`src/rtl/immediate_encoder_pkg.sv`:
```
// Shared ISA definitions for the immediate encoder and the decode-side extender.
// The SPLIT_* states exist only when WIDE_LI_SPLIT_EN is defined.
package immediate_encoder_pkg;

    // im_sel encodings: bit3 selects sign extension, [2:0] selects the field
    localparam logic [3:0] IM_U8    = 4'b0000;
    localparam logic [3:0] IM_U4    = 4'b0001;
    localparam logic [3:0] IM_U5    = 4'b0010;
    localparam logic [3:0] IM_U11   = 4'b0011;
    localparam logic [3:0] IM_U3    = 4'b0100;
    localparam logic [3:0] IM_SHAMT = 4'b0101;
    localparam logic [3:0] IM_S8    = 4'b1000;
    localparam logic [3:0] IM_S4    = 4'b1001;
    localparam logic [3:0] IM_S5    = 4'b1010;
    localparam logic [3:0] IM_S11   = 4'b1011;
    localparam logic [3:0] IM_S3    = 4'b1100;

    localparam logic [4:0] OP_LI    = 5'b01101;
    localparam logic [4:0] OP_SLL   = 5'b00110;
    localparam logic [4:0] OP_ADDIU = 5'b01001;

`ifdef WIDE_LI_SPLIT_EN
    typedef enum logic [1:0] {IDLE, SPLIT_SLL, SPLIT_ADD} state_t;
`else
    typedef enum logic [0:0] {IDLE} state_t;
`endif

    // Signed fit: every bit from the field's sign bit upward must match.
    function automatic logic fits_width(input logic [15:0] v, input logic [3:0] n,
                                        input logic sgn);
        logic [15:0] hi;
        if (sgn) begin
            hi = v >> (n - 4'd1);
            return (hi == 16'd0) || (hi == (16'hFFFF >> (n - 4'd1)));
        end
        hi = v >> n;
        return hi == 16'd0;
    endfunction

endpackage

```
`src/rtl/immediate_encoder_if.sv`:
```
// Request/response bus of the immediate encoder; slave is the encoder side.
interface immediate_encoder_if;
    logic        in_valid;
    logic        in_ready;
    logic [3:0]  im_sel;
    logic [15:0] template;
    logic [15:0] value;
    logic        out_valid;
    logic        out_ready;
    logic [15:0] out_instr;
    logic        out_fault;

    modport master (
        output in_valid, im_sel, template, value, out_ready,
        input  in_ready, out_valid, out_instr, out_fault
    );

    modport slave (
        input  in_valid, im_sel, template, value, out_ready,
        output in_ready, out_valid, out_instr, out_fault
    );
endinterface

```
`src/rtl/immediate_encoder_imm_field_packer.sv`:
```
// Combinational field packer: inserts the immediate into the selected field
// and reports representability; on a miss the template passes through untouched.
module imm_field_packer
    import immediate_encoder_pkg::*;
(
    input  logic [3:0]  im_sel,
    input  logic [15:0] template,
    input  logic [15:0] value,
    output logic [15:0] instr,
    output logic        fits
);

    always_comb begin
        fits  = 1'b0;
        instr = template;
        case (im_sel[2:0])
            3'b000: begin
                fits  = fits_width(value, 4'd8, im_sel[3]);
                instr = {template[15:8], value[7:0]};
            end
            3'b001: begin
                fits  = fits_width(value, 4'd4, im_sel[3]);
                instr = {template[15:4], value[3:0]};
            end
            3'b010: begin
                fits  = fits_width(value, 4'd5, im_sel[3]);
                instr = {template[15:5], value[4:0]};
            end
            3'b011: begin
                fits  = fits_width(value, 4'd11, im_sel[3]);
                instr = {template[15:11], value[10:0]};
            end
            3'b100: begin
                fits  = fits_width(value, 4'd3, im_sel[3]);
                instr = {template[15:5], value[2:0], template[1:0]};
            end
            3'b101: begin
                // shift amount 8 wraps to 000 in the 3-bit field
                fits  = !im_sel[3] && (value >= 16'd1) && (value <= 16'd8);
                instr = {template[15:5], value[2:0], template[1:0]};
            end
            default: fits = 1'b0;
        endcase
        if (!fits) instr = template;
    end

endmodule

```
`src/rtl/immediate_encoder.sv`:
```
// Immediate encoder: one request in, one registered instruction out (latency 1).
// Define WIDE_LI_SPLIT_EN to expand wide LI into LI/SLL/ADDIU instead of faulting.
//
// state     | meaning
// IDLE      | accepting requests; output register holds a single beat or last split beat
// SPLIT_SLL | LI beat presented, SLL beat next
// SPLIT_ADD | SLL beat presented, ADDIU beat next
module immediate_encoder
    import immediate_encoder_pkg::*;
(
    input  logic             clk,
    input  logic             rst,
    immediate_encoder_if.slave bus
);

    state_t      state;
    logic        out_valid_q;
    logic        out_fault_q;
    logic [15:0] out_instr_q;
    logic [15:0] packed_instr;
    logic        fits;
    logic        accept;

    imm_field_packer u_packer (
        .im_sel   (bus.im_sel),
        .template (bus.template),
        .value    (bus.value),
        .instr    (packed_instr),
        .fits     (fits)
    );

    assign bus.in_ready  = !rst && (state == IDLE) && (!out_valid_q || bus.out_ready);
    assign accept        = bus.in_valid && bus.in_ready;
    assign bus.out_valid = out_valid_q;
    assign bus.out_fault = out_fault_q;
    assign bus.out_instr = out_instr_q;

`ifdef WIDE_LI_SPLIT_EN
    logic       split;
    logic [7:0] hi_adj;
    logic [2:0] rx_q;
    logic [7:0] lo_q;

    // ADDIU sign-extends its byte, so pre-compensate the high byte
    assign split  = (bus.im_sel == IM_S8) && !fits;
    assign hi_adj = bus.value[15:8] + {7'd0, bus.value[7]};
`endif

    always_ff @(posedge clk) begin
        if (rst) begin
            state       <= IDLE;
            out_valid_q <= 1'b0;
            out_fault_q <= 1'b0;
            out_instr_q <= 16'h0000;
`ifdef WIDE_LI_SPLIT_EN
            rx_q        <= 3'd0;
            lo_q        <= 8'd0;
`endif
        end else begin
            case (state)
                IDLE: begin
                    if (accept) begin
                        out_valid_q <= 1'b1;
`ifdef WIDE_LI_SPLIT_EN
                        if (split) begin
                            out_instr_q <= {OP_LI, bus.template[10:8], hi_adj};
                            out_fault_q <= 1'b0;
                            rx_q        <= bus.template[10:8];
                            lo_q        <= bus.value[7:0];
                            state       <= SPLIT_SLL;
                        end else
`endif
                        begin
                            out_instr_q <= packed_instr;
                            out_fault_q <= !fits;
                        end
                    end else if (bus.out_ready) begin
                        out_valid_q <= 1'b0;
                    end
                end
`ifdef WIDE_LI_SPLIT_EN
                SPLIT_SLL: begin
                    if (bus.out_ready) begin
                        // shift field 000 encodes a shift by 8
                        out_instr_q <= {OP_SLL, rx_q, rx_q, 5'b00000};
                        state       <= SPLIT_ADD;
                    end
                end
                SPLIT_ADD: begin
                    if (bus.out_ready) begin
                        out_instr_q <= {OP_ADDIU, rx_q, lo_q};
                        state       <= IDLE;
                    end
                end
`endif
                default: state <= IDLE;
            endcase
        end
    end

endmodule
```
`src/flat_wrapper.sv`:
```
// flat-port wrapper written by rule: the top's interface ports become plain ports
module immediate_encoder_flat import immediate_encoder_pkg::*;
  (clk, rst, bus_in_valid, bus_im_sel, bus_template, bus_value, bus_out_ready, bus_in_ready, bus_out_valid, bus_out_instr, bus_out_fault);
  immediate_encoder_if bus_i ();
  input  logic clk;
  input  logic rst;
  input wire logic [$bits(bus_i.in_valid)-1:0] bus_in_valid;
  input wire logic [$bits(bus_i.im_sel)-1:0] bus_im_sel;
  input wire logic [$bits(bus_i.template)-1:0] bus_template;
  input wire logic [$bits(bus_i.value)-1:0] bus_value;
  input wire logic [$bits(bus_i.out_ready)-1:0] bus_out_ready;
  output wire logic [$bits(bus_i.in_ready)-1:0] bus_in_ready;
  output wire logic [$bits(bus_i.out_valid)-1:0] bus_out_valid;
  output wire logic [$bits(bus_i.out_instr)-1:0] bus_out_instr;
  output wire logic [$bits(bus_i.out_fault)-1:0] bus_out_fault;
  assign bus_i.in_valid = bus_in_valid;
  assign bus_i.im_sel = bus_im_sel;
  assign bus_i.template = bus_template;
  assign bus_i.value = bus_value;
  assign bus_i.out_ready = bus_out_ready;
  assign bus_in_ready = bus_i.in_ready;
  assign bus_out_valid = bus_i.out_valid;
  assign bus_out_instr = bus_i.out_instr;
  assign bus_out_fault = bus_i.out_fault;
  immediate_encoder u_core (.clk(clk), .rst(rst), .bus(bus_i));
endmodule
```
`config.mk`:
```
export PLATFORM = sky130hd
export DESIGN_NAME = immediate_encoder_flat
export DESIGN_NICKNAME = d
export VERILOG_FILES = /design/src/rtl/immediate_encoder_pkg.sv /design/src/rtl/immediate_encoder_if.sv /design/src/rtl/immediate_encoder_imm_field_packer.sv /design/src/rtl/immediate_encoder.sv /design/src/flat_wrapper.sv
export SDC_FILE = /design/constraint.sdc
export NUM_CORES = 1
export LEC_CHECK = 0
export CORE_UTILIZATION = 28
export DETAILED_ROUTE_END_ITERATION = 6
export HOLD_SLACK_MARGIN = 0.06
export PLACE_DENSITY = 0.62
export SLEW_MARGIN = 30
export SYNTH_ARGS = -nofsm -noshare
export SYNTH_HDL_FRONTEND = slang
export SYNTH_HIERARCHICAL = 1
export SYNTH_SLANG_ARGS = --single-unit
```
`constraint.sdc`:
```
create_clock -name clk -period 2.4 [get_ports clk]
set_input_delay 0.48 -clock clk [delete_from_list [all_inputs] [get_ports clk]]
set_output_delay 0.48 -clock clk [all_outputs]
set_load 0.01 [all_outputs]
```
# Word-level counts from Yosys, hierarchy flattened
# Cells that the tools add are included.
# classes
magnitude_cmp,2
eq_ne,10
muxes,21
n_reduce_logical,25
# op_table
op,count
zero test 16 bit,8
case mux 11 bit (5 select lines),1
two-way mux 1 bit,18
"greater-or-equal comparator 16 x 1 -> 1 bit, second input constant",1
"<= comparator 16 x 4 -> 1 bit, second input constant",1
"equality test 14 bit, second input constant",1
"equality test 13 bit, second input constant",1
"equality test 12 bit, second input constant",1
two-way mux 11 bit,1
"equality test 9 bit, second input constant",1
"equality test 3 x 2 -> 1 bit, second input constant",2
"equality test 3 bit, second input constant",2
"equality test 6 bit, second input constant",1
logical OR 1 bit,6
case mux 1 bit (6 select lines),1
logical AND 1 bit,4
zero test 1 bit,4
"equality test 3 x 1 -> 1 bit, second input constant",1
zero test 3 bit,1
nonzero test 2 bit,1
OR reduction 2 bit,1
# word_totals
input_bits,40
out_inout_bits,19
word_cells,61
regBits,18

# Depth between registers and ports, before layout
# Gate-level depths: netlist of the first run.
# depth
word_depth,6
depth_mapped,9
depth_no_buf,9

# Cells and area by module
# Netlist of the first run, hierarchy kept.
# by_module_without_submodules
module,seq_area_each_um2,cells_per_inst,n_inst,area_per_inst_um2
immediate_encoder,360.3,81,1,789.5
imm_field_packer,0.0,68,1,528.0

# Least setup slack after synthesis of the first run
# OpenSTA, ideal clock, no wires.
# synth_path
path_type,input to register
startpoint,in bus_value[11]
endpoint,"reg u_core.out_instr_q[0], in the netlist u_core/bus.out_instr[0]"
n_path_buf,0
t_required_ns,2.276
stages,9
setup_time_ns,0.124
arrival_time_ns,2.070
path_slack_ns,0.206
path_cell_list,nor4_1 -> nand2_1 -> a211oi_4 -> nand3b_2 -> nand3b_4 -> and2b_1 -> mux2_1 -> nand3_1 -> a21oi_2
# synth_via
elab_chain_cells,6
word_cells_on_any_way,34
cone_classes,2 x order compare; 5 x eq/ne; 12 x mux; 15 x reduce/logical
# synth_rtl
item,line,source
from (decl),flat_wrapper.sv:10,input wire logic [$bits(bus_i.value)-1:0] bus_value;
branches (longest 4 deep; another with greater-or-equal comparator 16 x 1 -> 1 bit),n/a,
case mux 1 bit (6 select lines) *,immediate_encoder_imm_field_packer.sv:16,case (im_sel[2:0])
two-way mux 11 bit *,immediate_encoder_imm_field_packer.sv:44,if (!fits) instr = template;
named net u_core.packed_instr[0],immediate_encoder.sv:20,logic [15:0] packed_instr;
to (signal assigned),immediate_encoder.sv:74,out_instr_q <= packed_instr;
to (decl),immediate_encoder.sv:19,logic [15:0] out_instr_q;
# Mark *: on every way through the listed nets, which the timed path passes. The select of a mux whose other input is x is not followed.
# A chain may end at the register's enable or synchronous reset.

# Worst setup path in the final report of the first run
# layout_path
startpoint,in bus_im_sel[1]
endpoint,"reg u_core.out_instr_q[1], in the netlist u_core/bus.out_instr[1]"
# layout_via
elab_chain_cells,4
word_cells_on_any_way,10
cone_classes,5 x eq/ne; 3 x mux; 2 x reduce/logical
# layout_rtl
item,line,source
from (decl),flat_wrapper.sv:8,input wire logic [$bits(bus_i.im_sel)-1:0] bus_im_sel;
equality test 3 bit,immediate_encoder_imm_field_packer.sv:16,
OR reduction 2 bit (no source line),n/a,
case mux 11 bit (5 select lines),immediate_encoder_imm_field_packer.sv:16,
two-way mux 11 bit *,immediate_encoder_imm_field_packer.sv:44,
named net u_core.packed_instr[1],immediate_encoder.sv:20,
# The timed path passes the listed nets; every way through them passes the cells marked *.

==> results.json, run 1 <==
{
  "std_cell_rows": 24,
  "powerDensity_nw_per_um2": 377,
  "fillCellCount": 432,
  "switchingPower_mw": 0.217,
  "first_iter_violations": 101,
  "synthXorXnorAreaFrac": 0,
  "violations": "design-rule violations",
  "port_buffers": 58,
  "ctsRootBufferMaster": "clkbuf_8",
  "clock_path_buffers": 2,
  "final_common_cell": "clkdlybuf4s50_1",
  "synth_simple_gate_area_share": 0.236,
  "peakVddDrop_mv": 0.331,
  "synth_cell_types": 40,
  "syn-cell-area_um2": 1320,
  "cp_max_fo": 5,
  "wl_per_cell_um": 13.9,
  "synth_compound_area_frac": 0.270,
  "fmax_ghz": 0.437,
  "wl_um": 3800,
  "final-hold-violation-count": 0,
  "h-tree-depth": 1,
  "criticalPathCategory": "input pin to flip-flop",
  "synth_area_leaders": "dfxtp_1 (27%), nand3_1 (6.5%), a21oi_2 (6.0%), o21ai_2 (6.0%), mux2_2 (5.1%)",
  "maxSlewViolCount": 0,
  "status": "complete, but fails checks",
  "cts_inserted_buffers": 3,
  "critPathLaunch": "bus_im_sel[1]",
  "p_leak_nw": 0.909,
  "crit_required_ns": 2.54,
  "vias": 1378,
  "synth_warnings": 6,
  "relSlewSlack": 0.684,
  "initial_core_util": 0.296,
  "synth_cells": 149,
  "viasPerCell": 5.05,
  "fin_crit_sh": 0.953,
  "synth_nets": 189,
  "layout_min_cycle_time_ns": 2.29,
  "drv_cap": 0,
  "worstHoldStart": "u_core/bus.out_instr[3]",
  "synth_top_area_frac": 0.274,
  "grt_setup_unrepaired": "no",
  "seq_power_share": 0.401,
  "antenna_left": 0,
  "die_y_um": 70.6,
  "die_x_um": 70.6,
  "cp-end-kind": "flip-flop",
  "regToRegStartpoint": "u_core/bus.out_valid",
  "hold_class": "flip-flop to flip-flop",
  "antenna_found_initial": 0,
  "setup_viol": 0,
  "clk_pin_slew_ns": 0.07,
  "startpoint_type": "input pin",
  "clock_sinks": 18,
  "syn_to_final_growth_pct": 64.6,
  "hpwl_um": 2790,
  "grt_pass1_wl_um": 6200,
  "synth_top_family_by_area": "compound AO/OA/AOI/OAI gates",
  "io_pins": 59,
  "fin_setup_tns_ns": 0,
  "pwr-share-clk": 0.303,
  "fp.coreArea_um2": 4440,
  "die-area_um2": 4980,
  "first_pass_iters": 7,
  "n_antenna_cell": 0,
  "intPower_mw": 0.601,
  "layout-drive-gt1-share": 0.335,
  "cp.arrival_ns": 2.42,
  "holdBufCountCts": 0,
  "synth-seq-area-share": 0.274,
  "synthMuxAreaShare": 0.118,
  "yosys.area.top_type": "dfxtp_1",
  "drc": 9,
  "grt_pass1_vias": 1350,
  "final_cell_mix": "clkdlybuf4s50_1 (43), buf_4 (24), dfxtp_1 (18)",
  "grt_max_degree": 19,
  "comb_power_share": 0.296,
  "clkLatencyLatePin_ns": 0.25,
  "place.gp.congestion": 0.783,
  "synth-seq-cells": 18,
  "avgSynthCellArea_um2": 8.84,
  "layout.nets": 262,
  "cts_tree": "built",
  "grt.overflow.total": 0,
  "p_total_mw": 0.818,
  "grt_usage": 0.153,
  "synthAdderAreaFrac": 0,
  "clock_skew_ns": 0.00141,
  "worst_pin_slew_ns": 0.474,
  "switching_share": 0.265
}
## critical path, cell delays in order
cell             delay [ns]
clkdlybuf4s50_1        0.49
nor3_1                 0.31
nand4_1                0.20
nand3b_4               0.12
nand3b_4               0.14
and2b_1                0.16
mux2_1                 0.36
nand3_1                0.10
a21oi_2                0.05
## cell usage after synthesis (all sizes together)
cell type and number:
a21o 2, nand2 8, buf 13, and2b 2
a311oi 1, a21oi 19, nor2 4, a2111o 1
nand3b 4, dfxtp 18, nand2b 3, and3 3
a211oi 3, nor2b 2, clkbuf 1, a31oi 2
nand4 2, nand3 17, inv 4, or3 1
mux2i 2, nor4 4, nor3 2, o21ai 19
and4 1, mux2 11
## state kept, by name, summed over array words and instances, names as in the netlist
| name | flops |
|---|---|
| u_core/bus.out_instr | 16 |
| u_core/bus.out_valid | 1 |
| u_core/bus.out_fault | 1 |
## path summary, 6_finish.rpt
kind	slack (ns)	depth (start not counted)	endpoint
hold / removal	0.47	2	u_core/bus.out_instr[3]
hold reg to reg	0.47	2	u_core/bus.out_instr[3]
setup reg to reg	1.19	4	u_core/bus.out_instr[1]
setup / recovery	0.11	9	u_core/bus.out_instr[1]
## logic make-up (layout without fill, tap and decap cells)
kind of cell,count (synthesis),in the layout
flip-flops,18,18
AO/OA/AOI/OAI,47,47
AND/OR/NAND/NOR,53,53
multiplexers,13,13
buffers and inverters,18,90
## power groups by stage
| stage | registers (mW) | clock network, mW | logic (mW) |
|---|---|---|---|
| floorplan | 0.342 | 0 | 0.0993 |
| global placement | 0.335 | 0 | 0.240 |
| detailed placement | 0.334 | 0 | 0.241 |
| CTS | 0.328 | 0.255 | 0.244 |
| global route | 0.331 | 0.268 | 0.263 |
| finish | 0.328 | 0.248 | 0.242 |
## area by class of cell
| cell class | instances | area (um^2) | share of cell area |
|---|---|---|---|
| Clock buffer | 4 | 55.1 | 0.0254 |
| Inverter | 4 | 17.5 | 0.00808 |
| Multi-Input combinational cell | 113 | 891 | 0.411 |
| Sequential cell | 18 | 360 | 0.166 |
| Tap cell | 52 | 65.1 | 0.0300 |
| Timing Repair Buffer | 82 | 779 | 0.359 |
## metal layers
metal | up-vias | track usage | wire (um)
met3 | 0 | 0.0399 | 307
met5 | - | 0 | 0
met2 | 59 | 0.265 | 1760
li1 | 694 | - | -
met4 | 0 | 0 | 0
met1 | 625 | 0.205 | 1730
## stage by stage
| step | instance area [um^2] | hold slack [ns] | util | instances | worst slack, ns |
|---|---|---|---|---|---|
| final | 2170 | 0.468 | 0.488 | 273 | 0.113 |
| after global routing | 2170 | 0.486 | 0.488 | 273 | 0.00777 |
| after CTS | 2130 | 0.470 | 0.478 | 272 | 0.00158 |
| after detailed placement | 2000 | 0.460 | 0.449 | 265 | -0.371 |
| after global placement | 2000 | 0.456 | 0.449 | 265 | -0.358 |
| after floorplan | 1320 | 0.490 | - | 149 | 0.206 |
## timing repair
| item | 4_1_cts | 5_1_grt |
|---|---|---|
| endpoints found under the setup margin | 2 | 6 |
| setup buffers | 3 | 1 |
| gates resized for setup | 16 | 12 |
| pin swaps | 6 | 7 |
| gates cloned | 0 | 0 |
(Power assumes the default switching activity.)
==> inputs of run 2 (changes only) <==
--- a/config.mk
+++ b/config.mk
@@ -6,6 +6,7 @@
 export NUM_CORES = 1
 export LEC_CHECK = 0
 export CORE_UTILIZATION = 28
+export CTS_CLUSTER_DIAMETER = 40
 export DETAILED_ROUTE_END_ITERATION = 6
 export HOLD_SLACK_MARGIN = 0.06
 export PLACE_DENSITY = 0.62
==> results of run 2 <==
Final layout, timing and power as in run 1 (identical DEF).
